<file path="config.mk">
export PLATFORM = sky130hd
export DESIGN_NAME = if_stage
export DESIGN_NICKNAME = d
export VERILOG_FILES = /design/src/rtl/if_stage.sv
export SDC_FILE = /design/constraint.sdc
export NUM_CORES = 1
export LEC_CHECK = 0
export ABC_AREA = 1
export CORE_ASPECT_RATIO = 1.75
export CORE_MARGIN = 2
export CORE_UTILIZATION = 43
export CTS_CLUSTER_DIAMETER = 100
export DETAILED_ROUTE_END_ITERATION = 10
export GPL_TIMING_DRIVEN = 0
export MAX_ROUTING_LAYER = met4
export PLACE_DENSITY = 0.72
export SLEW_MARGIN = 25
export SYNTH_ARGS = -nofsm -noshare
export SYNTH_HDL_FRONTEND = slang
export SYNTH_SLANG_ARGS = --single-unit
</file>
<file path="constraint.sdc">
create_clock -name clk -period 1.6 [get_ports clk]
set_clock_uncertainty 0.15 [all_clocks]
set_input_delay 0.4 -clock clk [delete_from_list [all_inputs] [get_ports clk]]
set_output_delay 0.4 -clock clk [all_outputs]
set_load 0.05 [all_outputs]
</file>
<file path="src/rtl/if_stage.sv">
// Instruction fetch stage: issues one request at a time to instruction memory and
// fills the IF/ID slot, with a one-entry hold buffer for responses that arrive while decode is stalled.
module if_stage #(
    parameter logic [15:0] RESET_PC = 16'h0000
) (
    input  logic        clk,
    input  logic        rst,
    output logic        imem_req_valid,
    input  logic        imem_req_ready,
    output logic [15:0] imem_addr,
    input  logic        imem_rsp_valid,
    input  logic [31:0] imem_rsp_data,
    input  logic        id_stall,
    input  logic        redirect,
    input  logic [15:0] redirect_pc,
    output logic        id_valid,
    output logic [31:0] id_instr,
    output logic [15:0] id_pc,
    output logic [6:0]  id_opcode
);

    typedef enum logic [1:0] {
        S_REQ  = 2'd0,
        S_WAIT = 2'd1,
        S_HOLD = 2'd2
    } state_t;

    state_t      state_q, state_d;
    logic [15:0] pc_q, pc_d;
    logic [15:0] req_pc_q, req_pc_d;
    logic        kill_q, kill_d;
    logic        id_valid_q, id_valid_d;
    logic [31:0] id_instr_q, id_instr_d;
    logic [15:0] id_pc_q, id_pc_d;
    logic [31:0] hold_instr_q, hold_instr_d;
    logic [15:0] hold_pc_q, hold_pc_d;

    logic handshake;
    logic slot_free;

    assign imem_req_valid = (state_q == S_REQ) && !rst;
    assign imem_addr      = pc_q;
    assign handshake      = imem_req_valid && imem_req_ready;
    assign slot_free      = !id_valid_q || !id_stall;

    assign id_valid  = id_valid_q;
    assign id_instr  = id_instr_q;
    assign id_pc     = id_pc_q;
    assign id_opcode = id_instr_q[6:0];

    // NOTE: every always_comb target gets a default first so no path can infer a latch.
    always_comb begin
        state_d      = state_q;
        pc_d         = pc_q;
        req_pc_d     = req_pc_q;
        kill_d       = kill_q;
        // A consumed slot empties unless something below reloads it.
        id_valid_d   = id_valid_q && id_stall;
        id_instr_d   = id_instr_q;
        id_pc_d      = id_pc_q;
        hold_instr_d = hold_instr_q;
        hold_pc_d    = hold_pc_q;

        unique case (state_q)
            S_REQ: begin
                if (handshake) begin
                    req_pc_d = pc_q;
                    state_d  = S_WAIT;
                    kill_d   = redirect;
                end
            end
            S_WAIT: begin
                if (imem_rsp_valid) begin
                    state_d = S_REQ;
                    kill_d  = 1'b0;
                    if (!kill_q && !redirect) begin
                        pc_d = req_pc_q + 16'd4;
                        if (slot_free) begin
                            id_valid_d = 1'b1;
                            id_instr_d = imem_rsp_data;
                            id_pc_d    = req_pc_q;
                        end else begin
                            hold_instr_d = imem_rsp_data;
                            hold_pc_d    = req_pc_q;
                            state_d      = S_HOLD;
                        end
                    end
                end else if (redirect) begin
                    // Response still outstanding: remember to drop it when it lands.
                    kill_d = 1'b1;
                end
            end
            S_HOLD: begin
                if (redirect) begin
                    state_d = S_REQ;
                end else if (!id_stall) begin
                    id_valid_d = 1'b1;
                    id_instr_d = hold_instr_q;
                    id_pc_d    = hold_pc_q;
                    state_d    = S_REQ;
                end
            end
            default: state_d = S_REQ;
        endcase

        if (redirect) begin
            pc_d       = redirect_pc & 16'hFFFC;
            id_valid_d = 1'b0;
        end
    end

    // NOTE: state registers use non-blocking assignments so all flops update together at the edge.
    always_ff @(posedge clk) begin
        if (rst) begin
            state_q      <= S_REQ;
            pc_q         <= RESET_PC;
            req_pc_q     <= 16'h0000;
            kill_q       <= 1'b0;
            id_valid_q   <= 1'b0;
            id_instr_q   <= 32'h0000_0000;
            id_pc_q      <= 16'h0000;
            hold_instr_q <= 32'h0000_0000;
            hold_pc_q    <= 16'h0000;
        end else begin
            state_q      <= state_d;
            pc_q         <= pc_d;
            req_pc_q     <= req_pc_d;
            kill_q       <= kill_d;
            id_valid_q   <= id_valid_d;
            id_instr_q   <= id_instr_d;
            id_pc_q      <= id_pc_d;
            hold_instr_q <= hold_instr_d;
            hold_pc_q    <= hold_pc_d;
        end
    end

endmodule

</file>
======== Yosys cells after proc, flatten, opt, wreduce, memory -nomap -nowiden ========
Index checks and enable logic that the tools add are counted.
storage, ports and cells
  register bits ........................... 132
  output and inout port bits .............. 73
  word-level logic and storage cells ...... 78
cells by class
  add/sub/neg operators ................... 1
  equality and inequality tests ........... 10
  muxes and demuxes ....................... 32
  bitwise gates (word level) .............. 1
  reductions and logical operators ........ 24
operators with widths
  operator                                        number
  2-to-1 mux 32 bit                               5
  2-to-1 mux 16 bit                               9
  case mux 32 bit (2 select lines)                1
  case mux 16 bit (2 select lines)                1
  adder 16 x 3 -> 16 bit (second input constant)  1
  2-to-1 mux 2 bit                                6
  inequality test 2 bit (second input constant)   6
  AND reduction 3 bit                             4
  nonzero test 2 bit                              5
  2-to-1 mux 1 bit                                7
  inequality test 3 bit (second input constant)   2
  case mux 2 bit (3 select lines)                 1
  AND reduction 6 bit                             1
  logical NOT 1 bit                               5
  logical AND 1 bit                               4
  case mux 1 bit (2 select lines)                 2
  AND reduction 4 bit                             1
  == test 2 x 1 -> 1 bit (second input constant)  1
  == test 2 bit (second input constant)           1
  logical NOT 2 bit                               1
  AND reduction 2 bit                             1
  OR reduction 2 bit                              1
  logical OR 1 bit                                1
  NOT 1 bit                                       1

======== Logic depth before layout (Yosys ltp) ========
  depth after elaboration ................. 6
  depth in mapped cells ................... 11

======== Least setup slack after synthesis ========
No wires, ideal clock.
  kind .................................... register to register
  from .................................... reg state_q[0]
  to ...................................... reg req_pc_q[10]
  data arrival time ....................... 1.998 ns
  path slack .............................. -0.618 ns
  stages on the path, launching flop included .. 9
  path buffers ............................ 2
  path through ............................ dfxtp_1 > inv_1 > ha_1 > inv_1 > nor2_1 > nand2_1 > clkbuf_1 > buf_2 > a21oi_1
between the ends
  word-level cells in the longest chain between the ends .. 4
ends and longest elaborated chain
  what                           line  text
  from (decl)                    28    state_t state_q, state_d;
  from (signal assigned)         125   state_q <= state_d;
  logical NOT 2 bit              41    assign imem_req_valid = (state_q == S_REQ) && !rst;
  logical AND 1 bit              41
  via imem_req_valid             8     output logic imem_req_valid,
  logical AND 1 bit              43    assign handshake = imem_req_valid && imem_req_ready;
  AND reduction 2 bit (no line)  n/a
  to (signal assigned)           127   req_pc_q <= req_pc_d;
  to (decl)                      30    logic [15:0] req_pc_q, req_pc_d;
The timed path passes the listed nets, and every way through them passes these cells.
A chain may end at the register's enable or synchronous reset.

======== Worst setup path in the final report ========
  from .................................... reg state_q[0]
  to ...................................... reg hold_instr_q[9]
between the ends
  word-level cells in the longest chain between the ends .. 2
ends and longest elaborated chain
  what                           line  text
  == test 2 x 1 -> 1 bit         64    unique case (state_q)
  AND reduction 4 bit (no line)  n/a
  to (signal assigned)           132   hold_instr_q <= hold_instr_d;
  to (decl)                      35    logic [31:0] hold_instr_q, hold_instr_d;
Every way passes these cells.

==> reports/metrics.csv <==
metric;value;unit
seq_power_share;25.5;%
rr_worst_depth;12;
path_buf_inv;5;
crit_start;state_q[0];
grt_overflow;0;
crit_path_max_fanout;6;
route.met2.wl;11030;um
fmax;0.5153;GHz
crit_type;reg2reg;
dp_hpwl;11390;um
place.gp.congestion;0.8803;
drive_gt1_share;37.53;%
ys_seq_elements;132;
internal_power;10110;uW
syn_to_final_growth;56.95;%
ir_drop;888.9;uV
met3_length;799;um
synth-warning-count;0;
status;complete, but fails checks;
yosys-top-cells-count;203 x nor2_1, 138 x nand2_1, 132 x dfxtp_1, 68 x o21ai_0, 56 x a21oi_1;
grt_pass1_wl;27990;um
ant_nets;0;
worstPathRequired;1.77;ns
synthesis.area;5749;sq um
totalPowerFinal;17750;uW
cts_tree;yes;
holdCritPathClass;in2reg;
yosysTopAreaCellShare;45.96;%
async_flop_share;0;%
p_sw_share;43.05;%
path_clk_slew;0.06;ns
synth_fp_nets;845;
synth_edf_count;0;
worstSetupStartpointType;register;
cp_common_cell;buf_6;
rsz0062_at_grt;yes;
numCtsBuffers;17;
hold-path-cell-count;2;
synth.avg_cell_area;7.315;sq um
finalMaxSlewViolations;0;
row_count;55;
vias;6041;
setup_viol;118;
drt_iter0_markers;368;
arrival;2.11;ns
cts-root-buf;clkbuf_16;
insertion_delay;0.43;ns
p_per_area;1967;nW/um^2
start_util;44.20;%
clock_power_share;24.7;%
grt_max_degree;17;
seq_area_frac_synth;45.96;%
nNetsFinal;1024;
firstDrtPassIters;5;
power.leakage;0.003793;uW
worstReg2RegStart;state_q[0];
ios;127;
critPathTopFamily;simple AND/OR/NAND/NOR gates;
post-route-util;69.38;%
hold_ws;0.1706;ns
pwr-share-comb;49.8;%
drc;0;
clock-sinks;132;
antenna_cells;0;
via_per_inst;5.258;
crit_chain;buf_6 -> ha_4 -> buf_6 -> nand2_4 -> nor2_4 -> nand2_4 -> nor2_4 -> buf_6 -> inv_8 -> clkbuf_16 -> nor2_2 -> nor2_1;
max_cap_violations;0;
synth_top_area_cell;dfxtp_1;
worst_slew_pin_slew;0.6166;ns
relSlewSlack;58.90;%
finalHoldViolations;0;
power.switching;7640;uW
clockBufferDepth;2;
cp.depth;12;
grt_pass1_vias;5749;
dr.max_layer_used;met4;
fillCellCount;981;
antenna_found_initial;0;
period_needed;1.941;ns
wirelength;19580;um
die_area;14350;sq um
yosysMostFrequentCell;nor2_1;
endpoint_kind;register;
min_from;rst;
core_area;13010;sq um
layout_setup_ws;-0.3407;ns
final_cells;1149;
die_w;91.41;um
period_share;121.3;%
ys_types;30;
syn_inst;786;
tns;-30.77;ns
cts_max_level;4;
max_stage_delay;0.34;ns
wl_met1;6985;um
dp_cells;1080;
violations;negative setup slack;
crit_slowest_cell;dfxtp_2;
routedWlPerCell;17.04;um
synth_area_leaders;dfxtp_1 46%, nor2_1 13%, nand2_1 9.0%, o21ai_0 5.9%, mux2i_1 5.6%;
die_height;157.0;um
synth-main-ff-cell;dfxtp_1;
track_usage;25.55;%
io_buffers;123;
path summary, 6_finish.rpt:
| path | to | slack [ns] |
|---|---|---|
| worst max-delay path | hold_instr_q[9] | -0.34 |
| worst min-delay path | kill_q | 0.17 |
| worst max register to register | hold_instr_q[9] | -0.34 |
| worst min register to register | id_pc[12] | 0.32 |
flip-flops by register name (all words and copies together), names as in the netlist:
name          flops
id_valid          1
id_instr         32
state_q           2
kill_q            1
imem_addr        16
id_pc            16
hold_pc_q        16
hold_instr_q     32
req_pc_q         16
placed cells by master (no fill, tap or decap), drive strengths merged:
cell	instances
o221ai	7
clkinv	5
clkdlybuf4s50	49
dlymetal6s2s	1
a41oi	1
nand4	2
o21ai	81
a211oi	1
nand2	140
a21oi	56
bufinv	5
nor3	1
inv	39
a21boi	1
o211ai	1
or2	1
mux2i	32
ha	5
buf	126
xor2	2
nor2	206
clkbuf	58
clkinvlp	3
nand3	22
dfxtp	132
a31oi	1
timing repair:
action	4_1_cts	5_1_grt
endpoints found under the setup margin	193	157
pin swaps	19	56
cloned	13	3
hold buffers	0	0
setup buffers	20	5
gates resized for setup	529	230
cell type report:
class,instances,area [sq um],share of cell area [%]
multi-input cells,560,3268,36.22
flip-flops and latches,132,2658,29.45
repair buffers,161,1543,17.10
plain buffers,54,519.2,5.754
clock buffers,19,452.9,5.019
well taps,171,214.0,2.371
clock inverters,13,205.2,2.274
inverters,39,163.9,1.816
metal layers:
layer,global-route usage [%],up-vias
met4,12.99,0
li1,-,2897
met3,4.548,64
met5,-,-
met2,47.48,216
met1,25.14,2864
per-stage QoR:
step / cell area, sq um / setup slack, ns
floorplan: 5782 / -0.07572
global placement: 7227 / -0.7338
detailed placement: 7227 / -0.7332
CTS: 8335 / -0.3069
global route: 9024 / -0.4115
finish: 9024 / -0.3407
cell families (layout without fill, tap and decap cells):
kind of cell / Yosys count / after routing / share of synthesized area, %
multiplexers: 32 / 32 / 5.571
XOR/XNOR: 2 / 2 / 0.3047
AND/OR/NAND/NOR: 372 / 372 / 25.22
flip-flops: 132 / 132 / 45.96
buffers and inverters: 94 / 286 / 8.117
AO/OA/AOI/OAI: 149 / 149 / 13.73
adder cells (fa/ha/maj): 5 / 5 / 1.088
power groups by stage:
stage / Sequential, uW / Combinational [uW] / Clock (uW)
after global placement: 4500 / 7240 / 0
after floorplan: 6610 / 2990 / 0
after CTS: 4480 / 8050 / 4350
after detailed placement: 4530 / 7290 / 0
after global routing: 4620 / 9300 / 4520
final: 4530 / 8840 / 4380
Power figures use the tool's default switching activity.
